==> config.mk <==
export PLATFORM = sky130hd
export DESIGN_NAME = cdb_arbiter_flat
export DESIGN_NICKNAME = d
export VERILOG_FILES = /design/src/rtl/cdb_arbiter_pkg.sv /design/src/rtl/cdb_arbiter_if.sv /design/src/rtl/cdb_arbiter_rr_multi_grant.sv /design/src/rtl/cdb_arbiter.sv /design/src/flat_wrapper.sv
export SDC_FILE = /design/constraint.sdc
export NUM_CORES = 1
export LEC_CHECK = 0
export CAP_MARGIN = 20
export CELL_PAD_IN_SITES_DETAIL_PLACEMENT = 1
export CELL_PAD_IN_SITES_GLOBAL_PLACEMENT = 2
export CORE_AREA = 2 2 130 132
export DETAILED_ROUTE_END_ITERATION = 10
export DIE_AREA = 0 0 132 134
export PLACE_DENSITY = 0.86
export SLEW_MARGIN = 25
export SYNTH_ARGS = -nofsm -noshare
export SYNTH_HDL_FRONTEND = slang
export SYNTH_SLANG_ARGS = --single-unit
export TNS_END_PERCENT = 50
==> constraint.sdc <==
create_clock -name clk -period 7.85 [get_ports clk]
set_input_delay 1.57 -clock clk [delete_from_list [all_inputs] [get_ports clk]]
set_output_delay 1.57 -clock clk [all_outputs]
set_load 0.005 [all_outputs]
==> src/rtl/cdb_arbiter_pkg.sv <==
// cdb_pkg: types and constants shared by the CDB arbiter slice.
//   cdb_pkt_t   - one broadcast payload (tag, wdata, inst_id)
//   arb_mode_e  - arbitration mode encoding (round-robin / fixed priority)
//   wrap_inc    - modulo-n increment used for the round-robin pointer
package cdb_pkg;

    localparam int CDB_TAG_W     = 4;
    localparam int CDB_ROB_PTR_W = 4;
    localparam int CDB_DATA_W    = 32;

    typedef struct packed {
        logic [CDB_TAG_W-1:0]     tag;
        logic [CDB_DATA_W-1:0]    wdata;
        logic [CDB_ROB_PTR_W-1:0] inst_id;
    } cdb_pkt_t;

    typedef enum logic {
        ARB_RR    = 1'b0,
        ARB_FIXED = 1'b1
    } arb_mode_e;

    function automatic int wrap_inc(input int idx, input int n);
        return (idx + 1 >= n) ? 0 : idx + 1;
    endfunction

endpackage

==> src/rtl/cdb_arbiter_if.sv <==
// cdb_arbiter_if: producer channels (exu_*) and broadcast ports (cdb_*).
//   master - producer/consumer side: drives exu_req/tag/wdata/inst_id,
//            observes exu_rdy and the cdb_* broadcast
//   slave  - arbiter side: the mirror image
// Channel i of a flattened vector lives at [i*W +: W].
interface cdb_arbiter_if #(
    parameter int NUM_EXU   = 4,
    parameter int NUM_CDB   = 1,
    parameter int TAG_W     = 4,
    parameter int ROB_PTR_W = 4
);
    logic [NUM_EXU-1:0]           exu_req;
    logic [NUM_EXU-1:0]           exu_rdy;
    logic [NUM_EXU*TAG_W-1:0]     exu_tag;
    logic [NUM_EXU*32-1:0]        exu_wdata;
    logic [NUM_EXU*ROB_PTR_W-1:0] exu_inst_id;

    logic [NUM_CDB-1:0]           cdb_wr;
    logic [NUM_CDB*TAG_W-1:0]     cdb_tag;
    logic [NUM_CDB*32-1:0]        cdb_wdata;
    logic [NUM_CDB*ROB_PTR_W-1:0] cdb_inst_id;

    modport master (
        output exu_req, exu_tag, exu_wdata, exu_inst_id,
        input  exu_rdy, cdb_wr, cdb_tag, cdb_wdata, cdb_inst_id
    );

    modport slave (
        input  exu_req, exu_tag, exu_wdata, exu_inst_id,
        output exu_rdy, cdb_wr, cdb_tag, cdb_wdata, cdb_inst_id
    );
endinterface

==> src/rtl/cdb_arbiter_rr_multi_grant.sv <==
// rr_multi_grant: combinational multi-port grant scan.
//   req       in  NUM_EXU          requesting channels
//   start     in  IDX_W            first channel examined (wraps modulo NUM_EXU)
//   grant     out NUM_EXU          one-hot-per-channel grant, at most NUM_CDB bits set
//   port_idx  out NUM_CDB x IDX_W  channel feeding each port (k-th found -> port k)
//   port_vld  out NUM_CDB          port carries a grant this cycle
//   last_idx  out IDX_W            last channel granted in scan order
//   any_grant out 1                at least one grant
module rr_multi_grant #(
    parameter int NUM_EXU = 4,
    parameter int NUM_CDB = 1,
    parameter int IDX_W   = 2
) (
    input  logic [NUM_EXU-1:0]            req,
    input  logic [IDX_W-1:0]              start,
    output logic [NUM_EXU-1:0]            grant,
    output logic [NUM_CDB-1:0][IDX_W-1:0] port_idx,
    output logic [NUM_CDB-1:0]            port_vld,
    output logic [IDX_W-1:0]              last_idx,
    output logic                          any_grant
);

    int               pos;
    int               cnt;
    logic [IDX_W-1:0] idx;

    always_comb begin
        grant    = '0;
        port_idx = '0;
        port_vld = '0;
        last_idx = '0;
        pos      = 0;
        cnt      = 0;
        idx      = '0;
        for (int o = 0; o < NUM_EXU; o++) begin
            pos = int'(start) + o;
            if (pos >= NUM_EXU) pos = pos - NUM_EXU;
            idx = IDX_W'(pos);
            if (req[idx] && cnt < NUM_CDB) begin
                grant[idx] = 1'b1;
                last_idx   = idx;
                // Constant port index keeps the write free of a runtime-sized select.
                for (int p = 0; p < NUM_CDB; p++) begin
                    if (p == cnt) begin
                        port_idx[p] = idx;
                        port_vld[p] = 1'b1;
                    end
                end
                cnt = cnt + 1;
            end
        end
    end

    assign any_grant = |grant;

endmodule

==> src/rtl/cdb_arbiter.sv <==
// cdb_arbiter: merges NUM_EXU execution-unit result channels onto NUM_CDB
// registered broadcast ports per cycle.
//   clk    in  rising-edge clock
//   rst    in  synchronous active-high reset (dominates flush)
//   flush  in  squash: blocks grants and drops the broadcast at this edge
//   bus    slave view of cdb_arbiter_if (exu_* handshake in, cdb_* out)
// ARB_MODE 0 = round-robin from rr_ptr, 1 = fixed priority from channel 0.
module cdb_arbiter
    import cdb_pkg::*;
#(
    parameter int NUM_EXU   = 4,
    parameter int NUM_CDB   = 1,
    parameter int TAG_W     = 4,
    parameter int ROB_DEPTH = 16,
    parameter int ROB_PTR_W = $clog2(ROB_DEPTH),
    parameter int ARB_MODE  = 0
) (
    input  logic          clk,
    input  logic          rst,
    input  logic          flush,
    cdb_arbiter_if.slave  bus
);

    localparam int IDX_W = (NUM_EXU > 1) ? $clog2(NUM_EXU) : 1;
    localparam bit FIXED = (ARB_MODE == int'(ARB_FIXED));

    if (NUM_EXU < 2 || NUM_CDB < 1 || NUM_CDB > NUM_EXU ||
        TAG_W != CDB_TAG_W || ROB_PTR_W != CDB_ROB_PTR_W ||
        ARB_MODE < 0 || ARB_MODE > 1) begin : g_param_err
        $error("cdb_arbiter: illegal parameter combination");
    end

    logic [IDX_W-1:0]              rr_ptr;
    logic [IDX_W-1:0]              scan_start;
    logic [NUM_EXU-1:0]            grant;
    logic [NUM_CDB-1:0][IDX_W-1:0] port_idx;
    logic [NUM_CDB-1:0]            port_vld;
    logic [IDX_W-1:0]              last_idx;
    logic                          any_grant;

    cdb_pkt_t                      ch_pkt [NUM_EXU];
    cdb_pkt_t [NUM_CDB-1:0]        pkt_d;
    cdb_pkt_t [NUM_CDB-1:0]        pkt_q;
    logic [NUM_CDB-1:0]            wr_q;

    assign scan_start = FIXED ? '0 : rr_ptr;

    rr_multi_grant #(
        .NUM_EXU (NUM_EXU),
        .NUM_CDB (NUM_CDB),
        .IDX_W   (IDX_W)
    ) u_grant (
        .req       (bus.exu_req),
        .start     (scan_start),
        .grant     (grant),
        .port_idx  (port_idx),
        .port_vld  (port_vld),
        .last_idx  (last_idx),
        .any_grant (any_grant)
    );

    assign bus.exu_rdy = (rst || flush) ? '0 : grant;

    for (genvar i = 0; i < NUM_EXU; i++) begin : g_ch
        assign ch_pkt[i] = '{tag:     bus.exu_tag[i*TAG_W +: TAG_W],
                             wdata:   bus.exu_wdata[i*32 +: 32],
                             inst_id: bus.exu_inst_id[i*ROB_PTR_W +: ROB_PTR_W]};
    end

    always_comb begin
        pkt_d = '0;
        for (int p = 0; p < NUM_CDB; p++) begin
            pkt_d[p] = ch_pkt[port_idx[p]];
        end
    end

    // Payload registers only load on a valid port so idle ports keep their
    // last broadcast; flush clears the valid bits but leaves payload alone.
    always_ff @(posedge clk) begin
        if (rst) begin
            wr_q   <= '0;
            pkt_q  <= '0;
            rr_ptr <= '0;
        end else if (flush) begin
            wr_q <= '0;
        end else begin
            wr_q <= port_vld;
            for (int p = 0; p < NUM_CDB; p++) begin
                if (port_vld[p]) pkt_q[p] <= pkt_d[p];
            end
            if (!FIXED && any_grant) begin
                rr_ptr <= IDX_W'(wrap_inc(int'(last_idx), NUM_EXU));
            end
        end
    end

    assign bus.cdb_wr = wr_q;

    for (genvar p = 0; p < NUM_CDB; p++) begin : g_port
        assign bus.cdb_tag[p*TAG_W +: TAG_W]             = pkt_q[p].tag;
        assign bus.cdb_wdata[p*32 +: 32]                 = pkt_q[p].wdata;
        assign bus.cdb_inst_id[p*ROB_PTR_W +: ROB_PTR_W] = pkt_q[p].inst_id;
    end

endmodule

==> src/flat_wrapper.sv <==
// flat-port wrapper written by rule: the top's interface ports become plain ports
module cdb_arbiter_flat import cdb_pkg::*;
#(
    parameter int NUM_EXU   = 4,
    parameter int NUM_CDB   = 1,
    parameter int TAG_W     = 4,
    parameter int ROB_DEPTH = 16,
    parameter int ROB_PTR_W = $clog2(ROB_DEPTH),
    parameter int ARB_MODE  = 0
)
  (clk, rst, flush, bus_exu_req, bus_exu_tag, bus_exu_wdata, bus_exu_inst_id, bus_exu_rdy, bus_cdb_wr, bus_cdb_tag, bus_cdb_wdata, bus_cdb_inst_id);
  cdb_arbiter_if #(.NUM_EXU(NUM_EXU), .NUM_CDB(NUM_CDB), .TAG_W(TAG_W), .ROB_PTR_W(ROB_PTR_W)) bus_i ();
  input  logic clk;
  input  logic rst;
  input  logic flush;
  input wire logic [$bits(bus_i.exu_req)-1:0] bus_exu_req;
  input wire logic [$bits(bus_i.exu_tag)-1:0] bus_exu_tag;
  input wire logic [$bits(bus_i.exu_wdata)-1:0] bus_exu_wdata;
  input wire logic [$bits(bus_i.exu_inst_id)-1:0] bus_exu_inst_id;
  output wire logic [$bits(bus_i.exu_rdy)-1:0] bus_exu_rdy;
  output wire logic [$bits(bus_i.cdb_wr)-1:0] bus_cdb_wr;
  output wire logic [$bits(bus_i.cdb_tag)-1:0] bus_cdb_tag;
  output wire logic [$bits(bus_i.cdb_wdata)-1:0] bus_cdb_wdata;
  output wire logic [$bits(bus_i.cdb_inst_id)-1:0] bus_cdb_inst_id;
  assign bus_i.exu_req = bus_exu_req;
  assign bus_i.exu_tag = bus_exu_tag;
  assign bus_i.exu_wdata = bus_exu_wdata;
  assign bus_i.exu_inst_id = bus_exu_inst_id;
  assign bus_exu_rdy = bus_i.exu_rdy;
  assign bus_cdb_wr = bus_i.cdb_wr;
  assign bus_cdb_tag = bus_i.cdb_tag;
  assign bus_cdb_wdata = bus_i.cdb_wdata;
  assign bus_cdb_inst_id = bus_i.cdb_inst_id;
  cdb_arbiter #(.NUM_EXU(NUM_EXU), .NUM_CDB(NUM_CDB), .TAG_W(TAG_W), .ROB_DEPTH(ROB_DEPTH), .ROB_PTR_W(ROB_PTR_W), .ARB_MODE(ARB_MODE)) u_core (.clk(clk), .rst(rst), .flush(flush), .bus(bus_i));
endmodule
==> results of run 1 <==
## cell usage after synthesis, types with 3 or more instances
cell type  number
dfxtp_1        43
o21ai_0        27
a221oi_2       19
buf_2          16
nor3b_1        41
mux2i_1        39
nor3_1          3
and3_1          4
ha_1            8
nor2b_1         5
buf_6           4
clkbuf_1       21
a211oi_1       42
nand2_1        36
o32ai_1        20
nor2_1         13
a21oi_1        12
nand2b_1        3
a31oi_1         3
inv_1           7
## sequential cells by signal, indices dropped and copies added (netlist names)
name and count:
u_core.bus.cdb_wr 1, u_core.bus.cdb_wdata 32, u_core.bus.cdb_tag 4, u_core.bus.cdb_inst_id 4, u_core.rr_ptr 2
## worst max-delay path, cell delays in order
cell,delay (ns)
clkdlybuf4s50_1,0.69
or3b_4,0.45
a2111oi_4,0.52
or2_1,0.34
a221oi_1,0.15
a21oi_1,0.19
clkdlybuf4s50_1,0.53
## power groups by stage
| stage | clock network (mW) | registers, mW | logic, mW |
|---|---|---|---|
| CTS | 0.258 | 0.352 | 1.11 |
| detailed placement | 0 | 0.354 | 1.11 |
| finish | 0.247 | 0.351 | 1.10 |
| global placement | 0 | 0.350 | 1.08 |
| floorplan | 0 | 0.347 | 0.692 |
| global route | 0.265 | 0.363 | 1.20 |
## final timing paths
check                                            start                               endpoint  slack (ns)
setup / recovery                        bus_exu_req[2]                         bus_exu_rdy[2]        1.84
hold / removal    u_core.bus.cdb_wdata[9]$_SDFFE_PP0P_   u_core.bus.cdb_wdata[9]$_SDFFE_PP0P_        0.47
setup reg to reg         u_core.rr_ptr[0]$_SDFFE_PP0P_  u_core.bus.cdb_wdata[11]$_SDFFE_PP0P_        2.86
hold reg to reg   u_core.bus.cdb_wdata[9]$_SDFFE_PP0P_   u_core.bus.cdb_wdata[9]$_SDFFE_PP0P_        0.47
## stage by stage
stage	utilization [%]	cells	setup slack, ns
4_1_cts	36.68	810	1.886
5_1_grt	36.73	810	1.624
6_report	36.73	810	1.839
3_5_place_dp	35.62	802	1.893
3_3_place_gp	35.62	802	2.009
2_1_floorplan	-	407	3.274
## metal layers
layer / share of wire [%] / vias up / global-route usage, %
li1: - / 1950 / -
met1: 41 / 1973 / 19.29
met2: 50 / 138 / 30.24
met3: 6.6 / 20 / 4.346
met4: 2.1 / 0 / 4.589
met5: 0 / - / 0
## cells in the final DEF (no fill, tap or decap), types with 2 or more instances in the layout
cell and count:
a211oi_1 41, a21o_1 2, a21oi_1 11, a21oi_4 2, a221oi_1 2, a221oi_2 19
a22o_1 2, a31oi_1 3, and3_1 4, buf_4 8, clkbuf_16 5, clkdlybuf4s50_1 211
dfxtp_1 43, ha_1 8, inv_1 7, mux2_2 2, mux2i_1 39, mux4_2 2
nand2_1 36, nand2b_1 3, nand3b_1 2, nor2_1 13, nor2b_1 4, nor3_1 3
nor3b_1 41, nor4bb_1 2, o21a_1 2, o21ai_0 27, o31ai_1 2, o32ai_1 20
or2_1 2
## layout make-up
type                    instances  area (sq um)
clock inverters                 2         35.03
fillers                      1882         10310
inverters                       7         26.28
flip-flops and latches         43         860.8
well taps                     220         275.3
clock buffers                   6         138.9
multi-input cells             313          2475
repair buffers                219          2172
## logic make-up after synthesis
group | after synthesis | synth area share, %
compound gates | 145 | 33.75
xor+xnor | 1 | 0.2471
fa+ha+maj | 8 | 2.824
buf+inv | 51 | 7.024
flops | 43 | 24.29
mux | 43 | 12.92
simple gates | 116 | 18.96
==> qor.yml, run 1 <==
detailed_routing:
  antenna_left: 0
  drt_iter0_drc: 150
  num_vias: 4081
  routedWlPerCell_um: 18.48
  drtPass1Iterations: 4
  via_per_inst: 5.038
  drc: 0
  finalWirelength_um: 14970
floorplan:
  num_rows: 47
  die-height_um: 134
  pin_count: 212
  die_w_um: 132
  core_area_sq_um: 16290
  dieArea_sq_um: 17690
  start_util_pct: 21.76
logic_synthesis:
  yosys.area.top_type: "dfxtp_1"
  async_reset_ff_share_pct: 0
  synth.net_count: 582
  synth_warnings: 0
  ys_types: 50
  synth_top_area_share_pct: 24.29
  synth_area_per_cell_sq_um: 8.709
  syn-cell-area_sq_um: 3545
  synth_edf_count: 0
  yosys_register_bits: 43
  netlist_instances: 407
  synth_ff_type: "dfxtp_1"
  seq_area_frac_synth_pct: 24.29
  synthTopCellsByArea: "dfxtp_1, mux2i_1, a211oi_1"
global_routing:
  grtUsageTotal_pct: 16.64
  grt_overflow: 0
  antenna_found_initial: 0
  first_global_vias: 4577
  grt_first_pass_wirelength_um: 24070
  grt_max_degree: 44
pwr:
  switching_share_pct: 42.59
  clockPowerShare_pct: 14.6
  p_per_area_nw_per_um2: 283.1
  ir_worst_vdd_v: 0.0001580
  leakagePower_nw: 2.172
  netSwitchingPower_mw: 0.7213
  power_frac_comb_pct: 64.7
  p_int_mw: 0.9724
  p_total_mw: 1.694
  seq_power_share_pct: 20.7
cts:
  tritoncts: "done"
  cts_num_sinks: 43
  cts_buffers: 5
  hold_buffers: 0
  clk_latency_ns: 0.28
  cts_max_level: 2
  clockBufferDepth: 2
  post_cts.repair.setup_buffers: 0
  cts-root-buf: "clkbuf_16"
  clk_pin_slew_worst_paths_ns: 0.06
  post_cts_resized: 0
critical_path:
  endpoint_kind: "output port"
  reg2reg_depth: 11
  start_kind: "input pin"
  crit_fanout: 11
  critical_path_class: "input pin to output port"
  required_ns: 6.28
  worstPathArrival_ns: 4.44
timing:
  hold_viol: 0
  holdWs_ns: 0.4744
  max_freq_mhz: 166.4
  worst_pin_slew_ns: 0.8500
  clock_skew_ns: 0.004170
  slew_headroom_pct: 43.25
  fin_crit_ns: 6.011
  finalCritPeriodShare_pct: 76.58
  drv_slew: 0
  rsz0062_at_grt: "false"
  fin_tns_setup_ns: 0
  setup_viol: 0
cells_and_area:
  n_antenna_cell: 0
  drive_gt1_share_pct: 8.305
  fin_area_sq_um: 5983
  nets: 764
  syn_to_final_growth_pct: 68.80
min_path:
  hp-class: "register to register"
  whs_path_depth: 2
placed_design:
  gp_congestion: 0.8401
  dpl.hpwl_um: 11150
  io_buffers: 211
  post_dp_cell_area_sq_um: 5802
run:
  cap_violations: 0
outcome:
  outcome: "completed"
Power figures use the tool's default switching activity.
==> run 2, diff against run 1 <==
--- a/config.mk
+++ b/config.mk
@@ -8,10 +8,10 @@
 export CAP_MARGIN = 20
 export CELL_PAD_IN_SITES_DETAIL_PLACEMENT = 1
 export CELL_PAD_IN_SITES_GLOBAL_PLACEMENT = 2
-export CORE_AREA = 2 2 130 132
+export CORE_AREA = 2 2 137 139
 export DETAILED_ROUTE_END_ITERATION = 10
-export DIE_AREA = 0 0 132 134
-export PLACE_DENSITY = 0.86
+export DIE_AREA = 0 0 139 141
+export PLACE_DENSITY = 0.78
 export SLEW_MARGIN = 25
 export SYNTH_ARGS = -nofsm -noshare
 export SYNTH_HDL_FRONTEND = slang
==> constraint.sdc (replaced) <==
create_clock -name clk -period 6.2 [get_ports clk]
set_input_delay 1.24 -clock clk [delete_from_list [all_inputs] [get_ports clk]]
set_output_delay 1.24 -clock clk [all_outputs]
set_load 0.005 [all_outputs]
==> qor.yml, run 2 (same netlist as run 1, synthesis figures left out) <==
detailed_routing:
  num_vias: 4068
  finalWirelength_um: 15560
  drc: 0
  drtPass1Iterations: 4
  drt_iter0_drc: 107
  antenna_left: 0
  routedWlPerCell_um: 18.84
  via_per_inst: 4.925
cts:
  post_cts.repair.setup_buffers: 0
  clk_latency_ns: 0.29
  cts_buffers: 5
  clk_pin_slew_worst_paths_ns: 0.06
  tritoncts: "done"
  cts_num_sinks: 43
  cts-root-buf: "clkbuf_16"
  cts_max_level: 2
  clockBufferDepth: 2
  hold_buffers: 0
  post_cts_resized: 0
cells_and_area:
  largest_reg_flops: 32
  syn_to_final_growth_pct: 69.82
  stdcell_count: 826
  drive_gt1_share_pct: 8.615
  mostFrequentLayoutCells: "clkdlybuf4s50_1, dfxtp_1, nor3b_1, a211oi_1, mux2i_1"
  fillers: 2127
  n_antenna_cell: 0
  nets: 766
  final_common_cell: "clkdlybuf4s50_1"
pwr:
  switching_share_pct: 42.90
  seq_power_share_pct: 19.9
  ir_worst_vdd_v: 0.0001518
  netSwitchingPower_mw: 0.9327
  power_frac_comb_pct: 65.6
  leakagePower_nw: 2.182
  p_per_area_nw_per_um2: 361.2
  p_int_mw: 1.241
  clockPowerShare_pct: 14.4
critical_path:
  path_cells: "clkdlybuf4s50_1 -> or3b_4 -> a2111oi_4 -> or2_1 -> a221oi_1 -> a21oi_1 -> clkdlybuf4s50_1"
  critPathLaunch: "bus_exu_req[2]"
  crit_cells: 7
  critPathCapture: "bus_exu_rdy[1]"
  crit_fanout: 11
  cpMostUsedCell: "clkdlybuf4s50_1"
  start_kind: "input pin"
  endpoint_kind: "output port"
  cp_top_family: "buffers and inverters"
  worstPathArrival_ns: 4.16
  max_stage_delay_ns: 0.70
  crit_slowest_cell: "clkdlybuf4s50_1"
  critical_path_class: "input pin to output port"
  timing.rr.start: "u_core.rr_ptr[0]$_SDFFE_PP0P_"
  required_ns: 4.96
  reg2reg_depth: 10
  reg2reg_to: "u_core.bus.cdb_inst_id[2]$_SDFFE_PP0P_"
  crit_buf_inv: 2
  rrSetupSlack_ns: 1.83
timing:
  drv_slew: 0
  clock_skew_ns: 0.003889
  fin_crit_ns: 5.404
  finalCritPeriodShare_pct: 87.16
  setup_viol: 0
  fin_tns_setup_ns: 0
  hold_viol: 0
  worst_pin_slew_ns: 0.8839
  max_freq_mhz: 185.1
  rsz0062_at_grt: "false"
  slew_headroom_pct: 40.93
placed_design:
  io_buffers: 211
  place_inst: 818
  gp_congestion: 0.8265
  dpl.hpwl_um: 11510
global_routing:
  grt_max_degree: 44
  antenna_found_initial: 0
  grtUsageTotal_pct: 15.59
  grt_overflow: 0
  grt_first_pass_wirelength_um: 24780
  first_global_vias: 4483
outcome:
  outcome: "completed"
floorplan:
  dieArea_sq_um: 19600
  die_w_um: 139
  start_util_pct: 19.40
  num_rows: 50
  die-height_um: 141
  pin_count: 212
  core_area_sq_um: 18270
run:
  cap_violations: 0
min_path:
  hp-class: "register to register"
run 2: changes by cell type in the layout (fill, tap and decap cells not counted), sizes merged:
cell  delta
buf      +2
run 2: area by class of cell:
| type | count | area (sq um) | area share [%] |
|---|---|---|---|
| repair buffers | 221 | 2191 | 36.40 |
| well taps | 234 | 292.8 | 4.864 |
| multi-input cells | 313 | 2475 | 41.11 |
| inverters | 7 | 26.28 | 0.4365 |
| clock inverters | 2 | 35.03 | 0.5820 |
| flip-flops and latches | 43 | 860.8 | 14.30 |
| clock buffers | 6 | 138.9 | 2.307 |
run 2: worst min path at each step:
stage / to / slack, ns / cells past startpoint / from
after CTS: u_core.bus.cdb_wdata[9]$_SDFFE_PP0P_ / 0.48 / 2 / u_core.bus.cdb_wdata[9]$_SDFFE_PP0P_
after detailed placement: u_core.bus.cdb_wdata[9]$_SDFFE_PP0P_ / 0.47 / 2 / u_core.bus.cdb_wdata[9]$_SDFFE_PP0P_
after floorplan: u_core.bus.cdb_inst_id[0]$_SDFFE_PP0P_ / 0.47 / 2 / u_core.bus.cdb_inst_id[0]$_SDFFE_PP0P_
after global routing: u_core.bus.cdb_wdata[9]$_SDFFE_PP0P_ / 0.49 / 2 / u_core.bus.cdb_wdata[9]$_SDFFE_PP0P_
final: u_core.bus.cdb_wdata[8]$_SDFFE_PP0P_ / 0.48 / 2 / u_core.bus.cdb_wdata[8]$_SDFFE_PP0P_
after global placement: u_core.bus.cdb_wdata[3]$_SDFFE_PP0P_ / 0.46 / 2 / u_core.bus.cdb_wdata[3]$_SDFFE_PP0P_
run 2: per-stage QoR:
stage	hold WS (ns)	cell area [sq um]	total power [mW]	util (%)	worst slack [ns]
after detailed placement	0.4715	5846	1.883	32.00	0.8329
after CTS	0.4808	6020	2.212	32.95	0.8139
final	0.4790	6020	2.174	32.95	0.7962
after global placement	0.4628	5834	1.836	31.94	0.9861
after global routing	0.4932	6020	2.348	32.95	0.6284
after floorplan	0.4683	3545	1.316	-	2.284
run 2: per-layer routing:
layer | wire length, um | share of wire (%) | vias to the layer above | GRT usage, %
li1 | - | - | 1952 | -
met1 | 6639 | 43 | 1974 | 18.68
met2 | 7843 | 50 | 125 | 28.34
met3 | 768 | 4.9 | 17 | 3.159
met4 | 311 | 2.0 | 0 | 4.253
met5 | 0 | 0 | - | 0
run 2: worst min-delay path, cell delays in order, from the launching register on:
cell and delay (ns):
dfxtp_1 0.31, nand2_1 0.05, o32ai_1 0.06
run 2: power groups by stage:
stage / sequential [mW] / combinational [mW] / clock, mW
2_1_floorplan: 0.439 / 0.877 / 0
3_3_place_gp: 0.432 / 1.40 / 0
3_5_place_dp: 0.436 / 1.45 / 0
4_1_cts: 0.434 / 1.45 / 0.327
5_1_grt: 0.445 / 1.57 / 0.337
6_report: 0.433 / 1.43 / 0.314
